File: config.mk
export PLATFORM = sky130hd
export DESIGN_NAME = dense_head_sequencer_flat
export DESIGN_NICKNAME = d
export VERILOG_FILES = /design/src/rtl/dense_seq_pkg.sv /design/src/rtl/dense_head_sequencer_if.sv /design/src/rtl/dense_head_sequencer_argmax_tracker.sv /design/src/rtl/dense_head_sequencer.sv /design/src/flat_wrapper.sv
export SDC_FILE = /design/constraint.sdc
export NUM_CORES = 2
export LEC_CHECK = 0
export BUFFER_PORTS_ARGS = -buffer_cell sky130_fd_sc_hd__buf_4
export CAP_MARGIN = 20
export CORE_ASPECT_RATIO = 0.8
export CORE_MARGIN = 2
export CORE_UTILIZATION = 30
export CTS_CLUSTER_DIAMETER = 30
export DETAILED_ROUTE_END_ITERATION = 10
export PLACE_DENSITY_LB_ADDON = 0.08
export SYNTH_ARGS = -nofsm -noshare
export SYNTH_HDL_FRONTEND = slang
export SYNTH_SLANG_ARGS = --single-unit
File: constraint.sdc
create_clock -name clk -period 4.3 [get_ports clk]
set_clock_uncertainty 0.05 [all_clocks]
set_input_delay 0.645 -clock clk [delete_from_list [all_inputs] [get_ports clk]]
set_output_delay 0.645 -clock clk [all_outputs]
set_load 0.05 [all_outputs]
File: src/rtl/dense_seq_pkg.sv
// Shared sizes, state encoding and compare helper for the Dense head
// sequencer slice.
package dense_seq_pkg;

    localparam int IN_COUNT  = 169;
    localparam int OUT_COUNT = 10;
    localparam int DATA_SIZE = 16;
    localparam int TIMEOUT   = 4096;

    localparam int CNT_W  = $clog2(IN_COUNT);
    localparam int IDX_W  = $clog2(OUT_COUNT);
    localparam int TMO_W  = $clog2(TIMEOUT);
    localparam int OCNT_W = $clog2(OUT_COUNT + 1);

    localparam logic [CNT_W-1:0]  CNT_LAST = CNT_W'(IN_COUNT - 1);
    localparam logic [OCNT_W-1:0] OUT_FULL = OCNT_W'(OUT_COUNT);
    localparam logic [TMO_W-1:0]  TMO_LAST = TMO_W'(TIMEOUT - 1);

    typedef logic [DATA_SIZE-1:0] word_t;

    typedef enum logic [2:0] {
        ST_IDLE    = 3'd0,
        ST_LOAD    = 3'd1,
        ST_KICK    = 3'd2,
        ST_FEED    = 3'd3,
        ST_COLLECT = 3'd4,
        ST_DONE    = 3'd5,
        ST_ERR     = 3'd6
    } state_e;

    function automatic logic sgt(input word_t a, input word_t b);
        return $signed(a) > $signed(b);
    endfunction

endpackage

File: src/rtl/dense_head_sequencer_if.sv
// Pool stream, Dense engine and result handshake bundle of the
// sequencer; slave is the sequencer's view, master the environment's.
interface dense_head_sequencer_if;
    import dense_seq_pkg::*;

    logic             inValid;
    word_t            inData;
    logic             inReady;
    logic             denseStart;
    word_t            denseDataIn;
    logic             denseBusy;
    logic             denseValid;
    word_t            denseDataOut;
    logic             classValid;
    logic [IDX_W-1:0] classIdx;
    word_t            classScore;
    logic             classAck;
    logic             busy;
    logic             err;

    modport slave (
        input  inValid, inData, denseBusy, denseValid,
        input  denseDataOut, classAck,
        output inReady, denseStart, denseDataIn,
        output classValid, classIdx, classScore, busy, err
    );

    modport master (
        output inValid, inData, denseBusy, denseValid,
        output denseDataOut, classAck,
        input  inReady, denseStart, denseDataIn,
        input  classValid, classIdx, classScore, busy, err
    );

endinterface

File: src/rtl/dense_head_sequencer_argmax_tracker.sv
// Running signed arg-max over a stream of scores; the first word seeds
// the maximum and ties keep the earliest index.
module argmax_tracker
    import dense_seq_pkg::*;
(
    input  logic             clk,
    input  logic             rst,
    input  logic             clear,
    input  logic             valid,
    input  word_t            data,
    output word_t            max,
    output logic [IDX_W-1:0] idx
);

    logic             have_q, have_d;
    word_t            max_q, max_d;
    logic [IDX_W-1:0] idx_q, idx_d;
    logic [IDX_W-1:0] cnt_q, cnt_d;

    always_comb begin
        have_d = have_q;
        max_d  = max_q;
        idx_d  = idx_q;
        cnt_d  = cnt_q;
        if (clear) begin
            have_d = 1'b0;
            max_d  = '0;
            idx_d  = '0;
            cnt_d  = '0;
        end else if (valid) begin
            cnt_d = cnt_q + 1'b1;
            if (!have_q || sgt(data, max_q)) begin
                have_d = 1'b1;
                max_d  = data;
                idx_d  = cnt_q;
            end
        end
    end

    always_ff @(posedge clk or negedge rst) begin
        if (!rst) begin
            have_q <= 1'b0;
            max_q  <= '0;
            idx_q  <= '0;
            cnt_q  <= '0;
        end else begin
            have_q <= have_d;
            max_q  <= max_d;
            idx_q  <= idx_d;
            cnt_q  <= cnt_d;
        end
    end

    assign max = max_q;
    assign idx = idx_q;

endmodule

File: src/rtl/dense_head_sequencer.sv
// Buffers one flattened feature vector, drives the Dense engine with it
// and reports the arg-max class of the returned scores.
module dense_head_sequencer
    import dense_seq_pkg::*;
(
    input  logic                   clk,
    input  logic                   rst,
    dense_head_sequencer_if.slave  bus
);

    state_e            state_q, state_d;
    logic [CNT_W-1:0]  wr_cnt_q, wr_cnt_d;
    logic [CNT_W-1:0]  rd_cnt_q, rd_cnt_d;
    logic [OCNT_W-1:0] out_cnt_q, out_cnt_d;
    logic [TMO_W-1:0]  idle_q, idle_d;
    word_t             feat_q [IN_COUNT];

    logic             accept;
    logic             start;
    logic             collecting;
    logic             count;
    logic             trk_clear;
    word_t            trk_max;
    logic [IDX_W-1:0] trk_idx;

    assign accept     = (state_q == ST_LOAD) && bus.inValid;
    // Start is gated by the engine's live busy so it fires in the first free cycle.
    assign start      = (state_q == ST_KICK) && !bus.denseBusy;
    assign collecting = (state_q == ST_FEED) || (state_q == ST_COLLECT);
    assign count      = collecting && bus.denseValid
                        && (out_cnt_q != OUT_FULL);
    assign trk_clear  = !collecting && (state_q != ST_DONE);

    always_comb begin
        state_d   = state_q;
        wr_cnt_d  = wr_cnt_q;
        rd_cnt_d  = rd_cnt_q;
        out_cnt_d = out_cnt_q;
        idle_d    = '0;

        if (count) begin
            out_cnt_d = out_cnt_q + 1'b1;
        end

        unique case (state_q)
            ST_IDLE: state_d = ST_LOAD;
            ST_LOAD: begin
                if (accept) begin
                    wr_cnt_d = wr_cnt_q + 1'b1;
                    if (wr_cnt_q == CNT_LAST) begin
                        wr_cnt_d = '0;
                        state_d  = ST_KICK;
                    end
                end
            end
            ST_KICK: begin
                if (start) begin
                    rd_cnt_d  = '0;
                    out_cnt_d = '0;
                    state_d   = ST_FEED;
                end
            end
            ST_FEED: begin
                rd_cnt_d = rd_cnt_q + 1'b1;
                if (rd_cnt_q == CNT_LAST) begin
                    rd_cnt_d = '0;
                    state_d  = ST_COLLECT;
                end
            end
            ST_COLLECT: begin
                if (out_cnt_d == OUT_FULL) begin
                    state_d = ST_DONE;
                end
            end
            ST_DONE: begin
                if (bus.classAck) begin
                    wr_cnt_d  = '0;
                    out_cnt_d = '0;
                    state_d   = ST_LOAD;
                end
            end
            ST_ERR: begin
                wr_cnt_d  = '0;
                out_cnt_d = '0;
                state_d   = ST_LOAD;
            end
            default: state_d = ST_IDLE;
        endcase

        // Idle watchdog spans FEED and COLLECT; a stall overrides any move.
        if (collecting) begin
            idle_d = bus.denseValid ? '0 : idle_q + 1'b1;
            if (!bus.denseValid && (idle_q == TMO_LAST)) begin
                state_d = ST_ERR;
            end
        end
    end

    always_ff @(posedge clk or negedge rst) begin
        if (!rst) begin
            state_q   <= ST_IDLE;
            wr_cnt_q  <= '0;
            rd_cnt_q  <= '0;
            out_cnt_q <= '0;
            idle_q    <= '0;
        end else begin
            state_q   <= state_d;
            wr_cnt_q  <= wr_cnt_d;
            rd_cnt_q  <= rd_cnt_d;
            out_cnt_q <= out_cnt_d;
            idle_q    <= idle_d;
        end
    end

    always_ff @(posedge clk) begin
        if (accept) begin
            feat_q[wr_cnt_q] <= bus.inData;
        end
    end

    argmax_tracker u_argmax (
        .clk   (clk),
        .rst   (rst),
        .clear (trk_clear),
        .valid (count),
        .data  (bus.denseDataOut),
        .max   (trk_max),
        .idx   (trk_idx)
    );

    assign bus.inReady     = (state_q == ST_LOAD);
    assign bus.denseStart  = start;
    assign bus.denseDataIn = (state_q == ST_FEED) ? feat_q[rd_cnt_q] : '0;
    assign bus.classValid  = (state_q == ST_DONE);
    assign bus.classIdx    = (state_q == ST_DONE) ? trk_idx : '0;
    assign bus.classScore  = (state_q == ST_DONE) ? trk_max : '0;
    assign bus.busy        = (state_q != ST_IDLE) && (state_q != ST_LOAD);
    assign bus.err         = (state_q == ST_ERR);

endmodule
File: src/flat_wrapper.sv
// flat-port wrapper written by rule: the top's interface ports become plain ports
module dense_head_sequencer_flat import dense_seq_pkg::*;
  (clk, rst, bus_inValid, bus_inData, bus_denseBusy, bus_denseValid, bus_denseDataOut, bus_classAck, bus_inReady, bus_denseStart, bus_denseDataIn, bus_classValid, bus_classIdx, bus_classScore, bus_busy, bus_err);
  dense_head_sequencer_if bus_i ();
  input  logic clk;
  input  logic rst;
  input wire logic [$bits(bus_i.inValid)-1:0] bus_inValid;
  input wire logic [$bits(bus_i.inData)-1:0] bus_inData;
  input wire logic [$bits(bus_i.denseBusy)-1:0] bus_denseBusy;
  input wire logic [$bits(bus_i.denseValid)-1:0] bus_denseValid;
  input wire logic [$bits(bus_i.denseDataOut)-1:0] bus_denseDataOut;
  input wire logic [$bits(bus_i.classAck)-1:0] bus_classAck;
  output wire logic [$bits(bus_i.inReady)-1:0] bus_inReady;
  output wire logic [$bits(bus_i.denseStart)-1:0] bus_denseStart;
  output wire logic [$bits(bus_i.denseDataIn)-1:0] bus_denseDataIn;
  output wire logic [$bits(bus_i.classValid)-1:0] bus_classValid;
  output wire logic [$bits(bus_i.classIdx)-1:0] bus_classIdx;
  output wire logic [$bits(bus_i.classScore)-1:0] bus_classScore;
  output wire logic [$bits(bus_i.busy)-1:0] bus_busy;
  output wire logic [$bits(bus_i.err)-1:0] bus_err;
  assign bus_i.inValid = bus_inValid;
  assign bus_i.inData = bus_inData;
  assign bus_i.denseBusy = bus_denseBusy;
  assign bus_i.denseValid = bus_denseValid;
  assign bus_i.denseDataOut = bus_denseDataOut;
  assign bus_i.classAck = bus_classAck;
  assign bus_inReady = bus_i.inReady;
  assign bus_denseStart = bus_i.denseStart;
  assign bus_denseDataIn = bus_i.denseDataIn;
  assign bus_classValid = bus_i.classValid;
  assign bus_classIdx = bus_i.classIdx;
  assign bus_classScore = bus_i.classScore;
  assign bus_busy = bus_i.busy;
  assign bus_err = bus_i.err;
  dense_head_sequencer u_core (.clk(clk), .rst(rst), .bus(bus_i));
endmodule
==> Yosys cells after proc, flatten, opt, wreduce, memory -nomap -nowiden <==
Memories as Yosys holds them, arrays and structs flattened.
Index checks and enable logic that the tools add are counted.
Widths: inputs -> output; s select.
{ "classes": {"bitwise_logic": 0, "mux": 38, "multipliers": 0, "n_eq_ne": 16, "n_addsub": 5, "div": 0, "magnitude_cmp": 1, "n_shift": 0, "n_reduce_logical": 23} }
{ "op_table": {"columns": ["op", "n"], "rows": [
  ["$mux 16", 5],
  ["$mux 8", 5],
  ["$mux 4", 9],
  ["$mux 12", 2],
  ["$mux 3", 8],
  ["$pmux 8 s3", 1],
  ["$pmux 3 s6", 1],
  ["$add 8x1->8 const B", 2],
  ["$eq 8x8->1 const B", 2],
  ["$gt 16x16->1", 1],
  ["$pmux 8 s2", 1],
  ["$add 12x1->12 const B", 1],
  ["$eq 12x12->1 const B", 1],
  ["$pmux 4 s3", 1],
  ["$eq 3x3->1 const B", 3],
  ["$add 4x1->4 const B", 2],
  ["$logic_and 1x1->1", 7],
  ["$eq 3x2->1 const B", 2],
  ["$reduce_bool 2->1", 3],
  ["$reduce_bool 3->1", 2],
  ["$mux 1", 5],
  ["$eq 4x4->1 const B", 1],
  ["$logic_not 1->1", 4],
  ["$ne 2x2->1 const B", 2],
  ["other kinds (10)", 12]
]} }
{ "totals": {"memories": 1, "latch_bits": 0, "rom_bits": 0, "regBits": 60, "out_inout_bits": 41, "mem_bits_rw": 2704} }
{ "mem_list": {"columns": ["name", "words", "width", "read_ports", "rd_clocked_by_memory_dff", "wr", "line_no", "source"], "rows": [
  ["u_core.feat_q", 169, 16, 1, 0, 1, "dense_head_sequencer.sv:16", "word_t feat_q [IN_COUNT];"]
]} }

==> Logic depth before layout (Yosys ltp) <==
{ "logic_depth": {"word_depth": 10, "mapped_depth": 15, "ltp_nobuf": 9} }

==> Hierarchy <==
From an unflattened synthesis, not the netlist that was laid out.
{ "hier_totals": {"hier_cells": 5079, "area_unflattened_um2": 107946.0} }
{ "modules_own_cells": {"columns": ["module", "n_inst", "cells_per_inst", "area_per_inst_um2"], "rows": [
  ["dense_head_sequencer", 1, 4914, 106322.0],
  ["argmax_tracker", 1, 165, 1624.1]
]} }

==> Worst setup path before layout <==
Ideal clock, no wire load.
{ "synth_path": {"kind": "reg-to-output", "startpoint": "register u_core.rd_cnt_q[0]", "endpoint": "output port bus_denseDataIn[11]", "path_stages_with_launch": 13, "arrival_ns": 3.442, "t_required_ns": 3.605, "path_slack_ns": 0.163, "path_cell_list": "dfrtp_1 > buf_6 > buf_6 > buf_6 > buf_8 > buf_6 > buf_6 > mux2i_1 > a22oi_1 > nand2_1 > o211ai_1 > nor3_1 > o41ai_1"} }
{ "synth_between": {"elab_chain_len": 2} }
{ "synth_lines": {"columns": ["item", "line_no", "source"], "rows": [
  ["from (decl)", "dense_head_sequencer.sv:13", "logic [CNT_W-1:0] rd_cnt_q, rd_cnt_d;"],
  ["from (signal assigned)", "dense_head_sequencer.sv:109", "rd_cnt_q <= rd_cnt_d;"],
  ["$mem_v2 169x16", null, null],
  ["$mux 16", "dense_head_sequencer.sv:133", "assign bus.denseDataIn = (state_q == ST_FEED) ? feat_q[rd_cnt_q] : '0;"],
  ["to (decl)", "flat_wrapper.sv:15", "output wire logic [$bits(bus_i.denseDataIn)-1:0] bus_denseDataIn;"]
]} }
No other way between the ends.

==> Final worst setup path <==
Ends and elaborated chain as after synthesis.

==> run metrics <==
Total Power=76.9 mW; crit path DAT=4390 ps; Cell Chain, Critical Path=buf_12 > buf_16 > buf_12 > buf_16 > buf_12 > mux4_2 > mux4_2 > mux4_2 > nand3_4 > o41ai_4 > buf_6; DRT antenna net count=0; TritonCTS Buffers=592; worst-case clock buffer depth=4; CP delay by family, top=multiplexers; Comb power frac=2.3%; clock sinks=2764; share of the synthesized area in the top cell type=75.5%; share of cells above drive strength 1=39.9%; core box area=0.357 sq mm; IO Port Bufs=78; synth unique cells=65; Net Switching=16.5 mW; worst vdd ir=0.000338 V; RSZ-0062 raised after global routing=yes; Switching Share=21.4%; vias in the first global route=59100; Initial DRT Pass Iterations=5; P&R area growth vs syn=31.8%; clock slew seen by the registers of the worst setup and hold paths=50 ps; die height=540 um; chip width=674 um; H-tree depth=6; Seq/Total Area, Yosys=76.9%; maximum fanout along the worst path=6; top_reg_cell synth=edfxtp_1; initial antenna violation count=24; wire per inst=32.5 um; CP max stage delay=620 ps; max_slew headroom=20.4%; Setup WS post-layout=-782 ps; post-DP HPWL=224000 um; critical path class=reg2out; Worst-Margin Slew=1190 ps; power density over the cells=542 mW/mm^2; Seq pwr share=39.2%; final hold vios=0; largest net degree at the start of global routing=101; area leader, netlist=edfxtp_1; worst skew pair latency=1000 ps; Buf/Inv on CP=6; Max Freq=197 MHz; Routed WL=372000 um; Syn Std Cell Area=0.108 sq mm; fin crit share=118%; row cnt=196; GP Congestion=0.812; Root Buffer=clkbuf_16; TritonCTS clock tree=done; Clk pwr share=58.5%; Internal=60.4 mW; Fillers=32200; most common cell after layout, fill and taps aside=edfxtp_1; max_cap viols=0; pre-CTS setup slack=-647 ps; Syn Nets=5153; CP max stage cell=mux4_2; Min Clock Period, post-route=5080 ps; Mapped Avg Cell Area=21.1 sq um; DR DRC count=0; most frequent cells in the layout=edfxtp_1 (2704), mux4_2 (607), clkbuf_16 (605), buf_4 (589), mux2i_1 (272); CP startpoint kind=register; Crit. End Element=output port; status=finished with violations; Ports=79; TNS Setup=-10190 ps; synth warn=0; first-pass GRT wire length=507000 um; # nets final=6265; die area=0.363 sq mm; Post-synth EDFFs=2704; Via Count=58000; Initial Util=30.2%; asr flop ratio synth=2.17%; #FFs+latches synth=2764; Global Route Usage Sum=20.1%; Syn Inst Count=5089; Vias per Instance=5.07; LEAKAGE=48.2 nW; Critical Path RT=3610 ps; Hold/Removal Path Class=in2reg; Overflow after GRT=0; Final setup viols=16; violated checks=setup timing; Slew Viols, Final=0; Starting DRT DRC Count=6168; Synth area leaders=edfxtp_1 (75%), mux4_2 (13%), mux2i_1 (2.8%)
==> state kept, by name (all words and copies together), names as in the netlist, 4 cells and up <==
register and flops:
u_core.idle_q 12, u_core.rd_cnt_q 8, u_core.wr_cnt_q 8, u_core.feat_q 2704
u_core.u_argmax.max 16, u_core.u_argmax.idx 4, u_core.u_argmax.cnt_q 4, u_core.out_cnt_q 4
==> Yosys cell counts (29+ instances only) <==
cell type  number
a21oi_1        93
buf_4          39
a22oi_1        93
and3_1         29
buf_6          44
dfrtp_1        60
mux4_2        607
nand3_1        44
clkbuf_1      125
o21ai_0        73
nor2_1        240
mux2i_1       299
edfxtp_1     2704
buf_2          60
nand2_1       136
a221oi_1       36
==> worst paths after layout <==
kind | depth (start not counted) | to | slack, ps | startpoint
setup / recovery | 11 | bus_denseDataIn[11] | -780 | u_core.rd_cnt_q[0]
hold / removal | 1 | u_core.feat_q[76][13] | 80 | bus_inData[13]
setup reg to reg | 7 | u_core.feat_q[30][12] | 850 | u_core.state_q[0]
hold reg to reg | 1 | u_core.idle_q[0] | 440 | u_core.idle_q[0]
max in group asynchronous | 2 | u_core.rd_cnt_q[4] | 3130 | rst
min in group asynchronous | 2 | u_core.idle_q[4] | 280 | rst
==> cell families after synthesis <==
family                     count (synthesis)  synth area share, %
AOI/OAI and AO/OA                        508                 3.25
and+or+nand+nor                          540                 2.21
adders and majority gates                 26                0.302
DFF                                     2764                 76.9
xor gates and xnor gates                  16                0.130
muxes                                    912                 15.5
buffers and inverters                    323                 1.70
==> per-stage QoR <==
stage	cells	util, %	area (sq um)	hold slack [ps]
2_1_floorplan	5089	-	108000	299
6_report	11400	39.8	142000	84.4
3_5_place_dp	10200	33.3	119000	442
4_1_cts	11400	39.5	141000	11.8
5_1_grt	11400	39.8	142000	74.5
3_3_place_gp	10200	33.3	119000	426
==> power by group through the flow <==
stage / combinational [mW] / sequential, mW / clock, mW
final: 1.78 / 30.1 / 45.0
after global routing: 1.86 / 30.1 / 47.2
after CTS: 1.80 / 30.1 / 45.9
after detailed placement: 1.78 / 30.6 / 0
after global placement: 1.75 / 30.6 / 0
after floorplan: 0.455 / 30.5 / 0
==> repair_timing <==
action / in CTS / in global routing
endpoints found under the setup margin: 16 / 16
gates resized for setup: 299 / 103
buffers inserted: 60 / 34
gates cloned: 12 / 5
hold buffers: 18 / 0
pin swaps: 54 / 49
endpoints found under the hold margin: 77 / 0
==> layout make-up <==
class                           instances  area (sq um)  share of cell area [%]
Multi-Input combinational cell       2002         24900                    17.5
Clock inverter                        375          4500                    3.17
Tap cell                             4752          5950                    4.19
Clock buffer                          694         15400                    10.9
Antenna cell                           10          25.0                  0.0176
Timing Repair Buffer                  810          8220                    5.80
Inverter                               31           124                  0.0874
Sequential cell                      2764         82700                    58.3
==> layer usage <==
| layer | wire [um] | GRT usage [%] | up-vias |
|---|---|---|---|
| met5 | 127 | 0.237 | - |
| met4 | 9060 | 5.43 | 2 |
| met3 | 24100 | 3.66 | 502 |
| met2 | 158000 | 28.7 | 1999 |
| met1 | 180000 | 31.2 | 31700 |
| li1 | - | - | 23800 |
Power figures use the tool's default switching activity.
